<file path="src/rtl/fifo_param.sv">
// Synchronous FIFO with programmable almost-full/almost-empty thresholds and a sticky error flag.
// Define FIFO_FWFT_EN for first-word-fall-through output; default is a registered read port.
module fifo_param #(
    parameter int WORD_SIZE = 10,
    parameter int MEM_SIZE  = 8,
    parameter int PTR       = 3
) (
    input  logic                 clk,
    input  logic                 reset,
    input  logic                 fifo_wr,
    input  logic                 fifo_rd,
    input  logic [WORD_SIZE-1:0] fifo_data_in,
    input  logic [PTR:0]         full_threshold,
    input  logic [PTR:0]         empty_threshold,
    output logic [WORD_SIZE-1:0] fifo_data_out,
    output logic                 fifo_full,
    output logic                 fifo_empty,
    output logic                 almost_full,
    output logic                 almost_empty,
    output logic [PTR:0]         fifo_count,
    output logic                 error
);

    localparam logic [PTR:0] DEPTH = (PTR+1)'(MEM_SIZE);

    logic [WORD_SIZE-1:0] mem [MEM_SIZE];
    logic [PTR-1:0]       wr_ptr;
    logic [PTR-1:0]       rd_ptr;
    logic                 rd_acc;
    logic                 wr_acc;

    assign fifo_full    = (fifo_count == DEPTH);
    assign fifo_empty   = (fifo_count == '0);
    assign almost_full  = (fifo_count >= full_threshold);
    assign almost_empty = (fifo_count <= empty_threshold);

    // A full FIFO can still take a write when the same edge pops a word.
    assign rd_acc = reset && fifo_rd && !fifo_empty;
    assign wr_acc = reset && fifo_wr && (!fifo_full || rd_acc);

    // NOTE: the storage array has no reset so it maps onto plain RAM; stale words are
    // unreachable because the pointers and count are cleared.
    always_ff @(posedge clk) begin
        if (wr_acc) begin
            mem[wr_ptr] <= fifo_data_in;
        end
    end

    // NOTE: all sequential state uses non-blocking assignments so every register samples
    // pre-edge values regardless of block ordering.
    always_ff @(posedge clk or negedge reset) begin
        if (!reset) begin
            wr_ptr     <= '0;
            rd_ptr     <= '0;
            fifo_count <= '0;
            error      <= 1'b0;
        end else begin
            if (wr_acc) begin
                wr_ptr <= wr_ptr + PTR'(1);
            end
            if (rd_acc) begin
                rd_ptr <= rd_ptr + PTR'(1);
            end
            case ({wr_acc, rd_acc})
                2'b10:   fifo_count <= fifo_count + (PTR+1)'(1);
                2'b01:   fifo_count <= fifo_count - (PTR+1)'(1);
                default: fifo_count <= fifo_count;
            endcase
            if ((fifo_wr && fifo_full && !rd_acc) || (fifo_rd && fifo_empty)) begin
                error <= 1'b1;
            end
        end
    end

`ifdef FIFO_FWFT_EN
    assign fifo_data_out = fifo_empty ? '0 : mem[rd_ptr];
`else
    always_ff @(posedge clk or negedge reset) begin
        if (!reset) begin
            fifo_data_out <= '0;
        end else if (rd_acc) begin
            fifo_data_out <= mem[rd_ptr];
        end
    end
`endif

endmodule

</file>
<file path="config.mk">
export PLATFORM = sky130hd
export DESIGN_NAME = fifo_param
export DESIGN_NICKNAME = d
export VERILOG_FILES = /design/src/rtl/fifo_param.sv
export SDC_FILE = /design/constraint.sdc
export NUM_CORES = 1
export LEC_CHECK = 0
export ABC_AREA = 1
export CAP_MARGIN = 25
export CORE_MARGIN = 2
export CORE_UTILIZATION = 40
export DETAILED_ROUTE_END_ITERATION = 12
export PLACE_DENSITY_LB_ADDON = 0.05
export SLEW_MARGIN = 40
export SYNTH_ARGS = -nofsm -noshare
export SYNTH_HDL_FRONTEND = slang
export SYNTH_SLANG_ARGS = --single-unit
</file>
<file path="constraint.sdc">
create_clock -name clk -period 2.6 [get_ports clk]
set_clock_uncertainty 0.15 [all_clocks]
set_input_delay 0.52 -clock clk [delete_from_list [all_inputs] [get_ports clk]]
set_output_delay 0.52 -clock clk [all_outputs]
set_load 0.03 [all_outputs]
</file>
---- Word-level counts from Yosys, hierarchy flattened ----
Memories as Yosys holds them, arrays and structs flattened. A register that Yosys moved wholly into a read port is not among the register bits.
Cells that the tools add are included.
cells by class
  add/subtract/negate cells ............... 4
  div/mod/pow operators ................... 0
  reductions and logical operators ........ 15
  shift operators ......................... 0
  bitwise gates (word level) .............. 0
  $lt $le $gt $ge ......................... 2
  equal/unequal tests ..................... 3
  multiply operators ...................... 0
  muxes and demuxes ....................... 3
operators by type and width
  kind                   count
  $pmux W4 S2            1
  $logic_and A1 B1 Y1    7
  $add A3 B1 Y3 const B  2
  $add A4 B1 Y4 const B  1
  $eq A4 B4 Y1 const B   1
  $ge A4 B4 Y1           1
  $le A4 B4 Y1           1
  $logic_not A1 Y1       4
  $logic_not A4 Y1       1
  $sub A4 B1 Y4 const B  1
  $eq A2 B1 Y1 const B   1
  $eq A2 B2 Y1 const B   1
  $logic_or A1 B1 Y1     2
  $mux W1                2
  $reduce_bool A2 Y1     1
word-level totals
  output and inout bits ................... 19
  latch bits .............................. 0
  bits in writable memories ............... 80
  logic and storage cells ................. 32
  ROM bits ................................ 0
  memories ................................ 1
  input port bits ......................... 22
  register bits ........................... 11
memory list
  memory  words  width  read ports  clocked after Yosys merged registers in  wr ports  line  RTL
  mem     8      10     1           1                                        1         26    logic [WORD_SIZE-1:0] mem [MEM_SIZE];

---- Depth between registers and ports, before layout ----
  depth after elaboration ................. 7
  depth in mapped cells ................... 14
  mapped depth without buffers ............ 14

---- Worst setup path before layout ----
No wires, ideal clock.
  kind .................................... reg-to-reg
  from .................................... register fifo_count[1]
  to ...................................... register fifo_count[2]
  path buffers ............................ 0
  clock period less this slack ............ 2.572 ns
  cell stages (with the launch flop) ...... 13
  required time ........................... 2.368 ns
  slack ................................... 0.028 ns
  setup time .............................. 0.082 ns
  arrival ................................. 2.341 ns
  cells stage by stage .................... dfrtp_1 > nor2_2 > nand2_1 > nor2_2 > nand2_2 > nand3_4 > ha_1 > nor2_1 > nor2_1 > ha_1 > a21oi_1 > or2_2 > a31oi_1
on the way
  elaborated cells between the ends (all ways) .. 13
  classes of those cells .................. add/sub: 2; eq/ne: 3; mux: 1; reduce/logical: 7
RTL lines
  what                                               line  RTL
  from (decl)                                        20    output logic [PTR:0] fifo_count,
  from (signal assigned)                             65    2'b10: fifo_count <= fifo_count + (PTR+1)'(1);
  from (signal assigned)                             66    2'b01: fifo_count <= fifo_count - (PTR+1)'(1);
  from (signal assigned)                             67    default: fifo_count <= fifo_count;
  $eq A4 B4 Y1 (*)                                   32    assign fifo_full = (fifo_count == DEPTH);
  named net fifo_full                                16    output logic fifo_full,
  $logic_not A1 Y1 (*)                               39    assign wr_acc = reset && fifo_wr && (!fifo_full || rd_acc);
  $logic_or A1 B1 Y1 (*)                             39
  $logic_and A1 B1 Y1 (*)                            39
  $eq A2 B1 Y1 or $eq A2 B2 Y1 (tied branches)       64    case ({wr_acc, rd_acc})
  $pmux W4 S2 or $reduce_bool A2 Y1 (tied branches)  --
The timed path passes the listed nets; every way through them passes the cells marked *.
A chain may end at the register's enable or synchronous reset.

---- Worst setup path in the final report ----
  from .................................... input empty_threshold[1]
  to ...................................... output almost_empty
on the way
  word-level cells in the longest chain between the ends .. 1
RTL lines
  what          line  RTL
  from (decl)   14    input logic [PTR:0] empty_threshold,
  $le A4 B4 Y1  35    assign almost_empty = (fifo_count <= empty_threshold);
  to (decl)     19    output logic almost_empty,
No other way between the ends.

==> impl_metrics.ini <==
[clock_network]
cts_buffers = 9
cts.sinks = 101
cts_max_path_buffers = 2
clk_latency_ns = 0.36
path_clk_slew_ns = 0.10
h-tree-depth = 3
postCtsHoldBufs = 0
post_cts_buffers = 0
cts_tree = built
root_buffer = clkbuf_8

[timing]
slew_violations = 0
finalCriticalPeriod_ns = 2.49
finalSetupViolCount = 0
finalCritPeriodShare_pct = 95.6
max_freq_mhz = 402
setup_slack_ns = 0.114
timing.slew.headroom_pct = 59.0
grt_setup_unrepaired = no
finalHoldViolations = 0
worst_pin_slew_ns = 0.615

[placement]
dp_hpwl_microns = 6260
port-buffer-count = 40
globalplace.congestion = 0.739
post-place-ws_ns = -0.0453

[power]
p_per_area_mw_per_mm2 = 1020
p_leak_nw = 2.05
vdd_drop_max_mv = 0.519
total_power_w = 0.00535

[floorplan]
coreArea_sq_mm = 0.0108
pin_count = 41
rows = 38
die-area_sq_mm = 0.0118
die_w_microns = 109
fp.dieH_microns = 109
start_util_pct = 40.7

[logic_synthesis]
synth_nets = 430
syn_area_sq_mm = 0.00439
synth_area_per_cell_sq_um = 11.1
synth_cell_types = 30
synth_seq_cells = 101
seq_area_frac_synth_pct = 66.6
async_flop_share_pct = 20.8
yosys_warnings = 0
synth_flop_cell = edfxtp_1
synth_edf_count = 80
syn_inst = 395

[run]
maxCapViolations = 0

[layout]
areaGrowthSynthToFinish_pct = 18.9
nets = 487
drive_gt1_share_pct = 11.2
antenna_cells = 0
final_cell_mix = nor2_1 (89), edfxtp_1 (80), nand2_1 (44), o21ai_0 (42)
mostFrequentLayoutCell = nor2_1

[run_status]
status = complete, no violations

[route]
wl_per_cell_microns = 16.6
ant_nets = 0
vias = 2930
wl_microns = 9890
drcViolationCount = 0
drtIter0Drc = 148
viasPerCell = 4.91
dr.pass1.iters = 4

[critical_path]
r2r_setup_slack_ns = 0.44
crit_type = in -> out
crit_path_end_kind = primary output
crit_required_ns = 1.93
rr_endpoint = fifo_count[2]$_DFFE_PN0P_
crit_end = almost_empty
arrival_ns = 1.82
cp_max_fo = 2
start_kind = input port
rr_startpoint = fifo_count[0]$_DFFE_PN0P_
startpoint = empty_threshold[1]
r2r_cells = 12

[grt]
antenna_found_initial = 0
grt_max_degree = 41
gr-total-overflow = 0
grt_pass1_vias = 2832
grt_pass1_wl_microns = 15100
grt_usage_pct = 17.6

[hold_path]
min_path_type = reg -> reg
cell type report:
type                            count  area (sq um)
Clock buffer                        9           124
Inverter                           24          90.1
Clock inverter                      7          60.1
Timing Repair Buffer               62           569
Tap cell                          140           175
Fill cell                        1000          5570
Multi-Input combinational cell    254          1280
Sequential cell                   101          2930
how the worst min path moves through the flow:
stage | cells past startpoint | start | slack, ns | to
floorplan | 0 | reset | 0.07 | error$_DFFE_PN0P_
global placement | 1 | error$_DFFE_PN0P_ | 0.31 | error$_DFFE_PN0P_
detailed placement | 2 | fifo_data_out[9]$_DFFE_PN0P_ | 0.32 | fifo_data_out[9]$_DFFE_PN0P_
CTS | 2 | fifo_data_out[9]$_DFFE_PN0P_ | 0.34 | fifo_data_out[9]$_DFFE_PN0P_
global route | 2 | fifo_data_out[3]$_DFFE_PN0P_ | 0.36 | fifo_data_out[3]$_DFFE_PN0P_
finish | 2 | fifo_data_out[5]$_DFFE_PN0P_ | 0.34 | fifo_data_out[5]$_DFFE_PN0P_
cells in the mapped netlist, types with 2 or more instances:
cell	count	share of area (%)
nor2_1	89	7.6
a21oi_1	4	0.46
clkbuf_1	2	0.17
xnor2_1	3	0.60
inv_1	21	1.8
buf_2	3	0.34
buf_4	2	0.34
o21ai_0	42	4.8
dfrtp_1	21	12
xor2_1	2	0.40
nor2_2	2	0.28
inv_2	3	0.26
nand2_2	2	0.28
ha_1	13	3.7
edfxtp_1	80	55
buf_6	3	0.77
or2_2	2	0.28
clkbuf_2	4	0.46
o21ai_1	4	0.46
nand4_1	2	0.28
nand2_1	44	3.8
nor3_1	4	0.46
nand3_1	36	4.1
cells by family after synthesis:
group	synth area share, %
xor+xnor	0.997
fa+ha+maj	3.70
compound gates	6.01
buf+inv	4.56
simple gates	18.1
flops	66.6
sequential cells by signal, summed over array words and instances, names as in the netlist:
| name | count |
|---|---|
| error | 1 |
| rd_ptr | 3 |
| wr_ptr | 3 |
| fifo_count | 4 |
| fifo_data_out | 10 |
| mem | 80 |
worst max-delay path, stage by stage:
cell and delay, ns:
clkdlybuf4s50_1 0.46, inv_1 0.04, ha_1 0.30, a21oi_1 0.15, o21ai_0 0.08, o21ai_0 0.08, buf_4 0.19
power breakdown:
part,switching [W],internal (W)
sequential,0.000138,0.00198
clock,0.000574,0.000362
combinational,0.00144,0.000847
total,0.00216,0.00319
stage by stage:
stage	TNS [ns]	cell area, sq um	hold slack [ns]	util, %	instances
after CTS	0	5200	0.344	48.2	597
after global placement	-0.0172	5020	0.307	46.5	581
after detailed placement	-0.0453	5020	0.319	46.5	581
after global routing	0	5220	0.358	48.4	597
final	0	5220	0.341	48.4	597
after floorplan	0	4390	0.0744	-	395
metal layers:
metal	wire, microns	track usage, %
met3	401	2.69
met4	210	6.68
met1	4610	23.2
met2	4670	29.3
met5	0	0
timing repair:
action / 4_1_cts / 5_1_grt
resized for setup: 0 / 4
hold endpoints to repair: 0 / 0
endpoints found under the setup margin: 0 / 3
No activity file was read; power rests on OpenSTA's default activity.
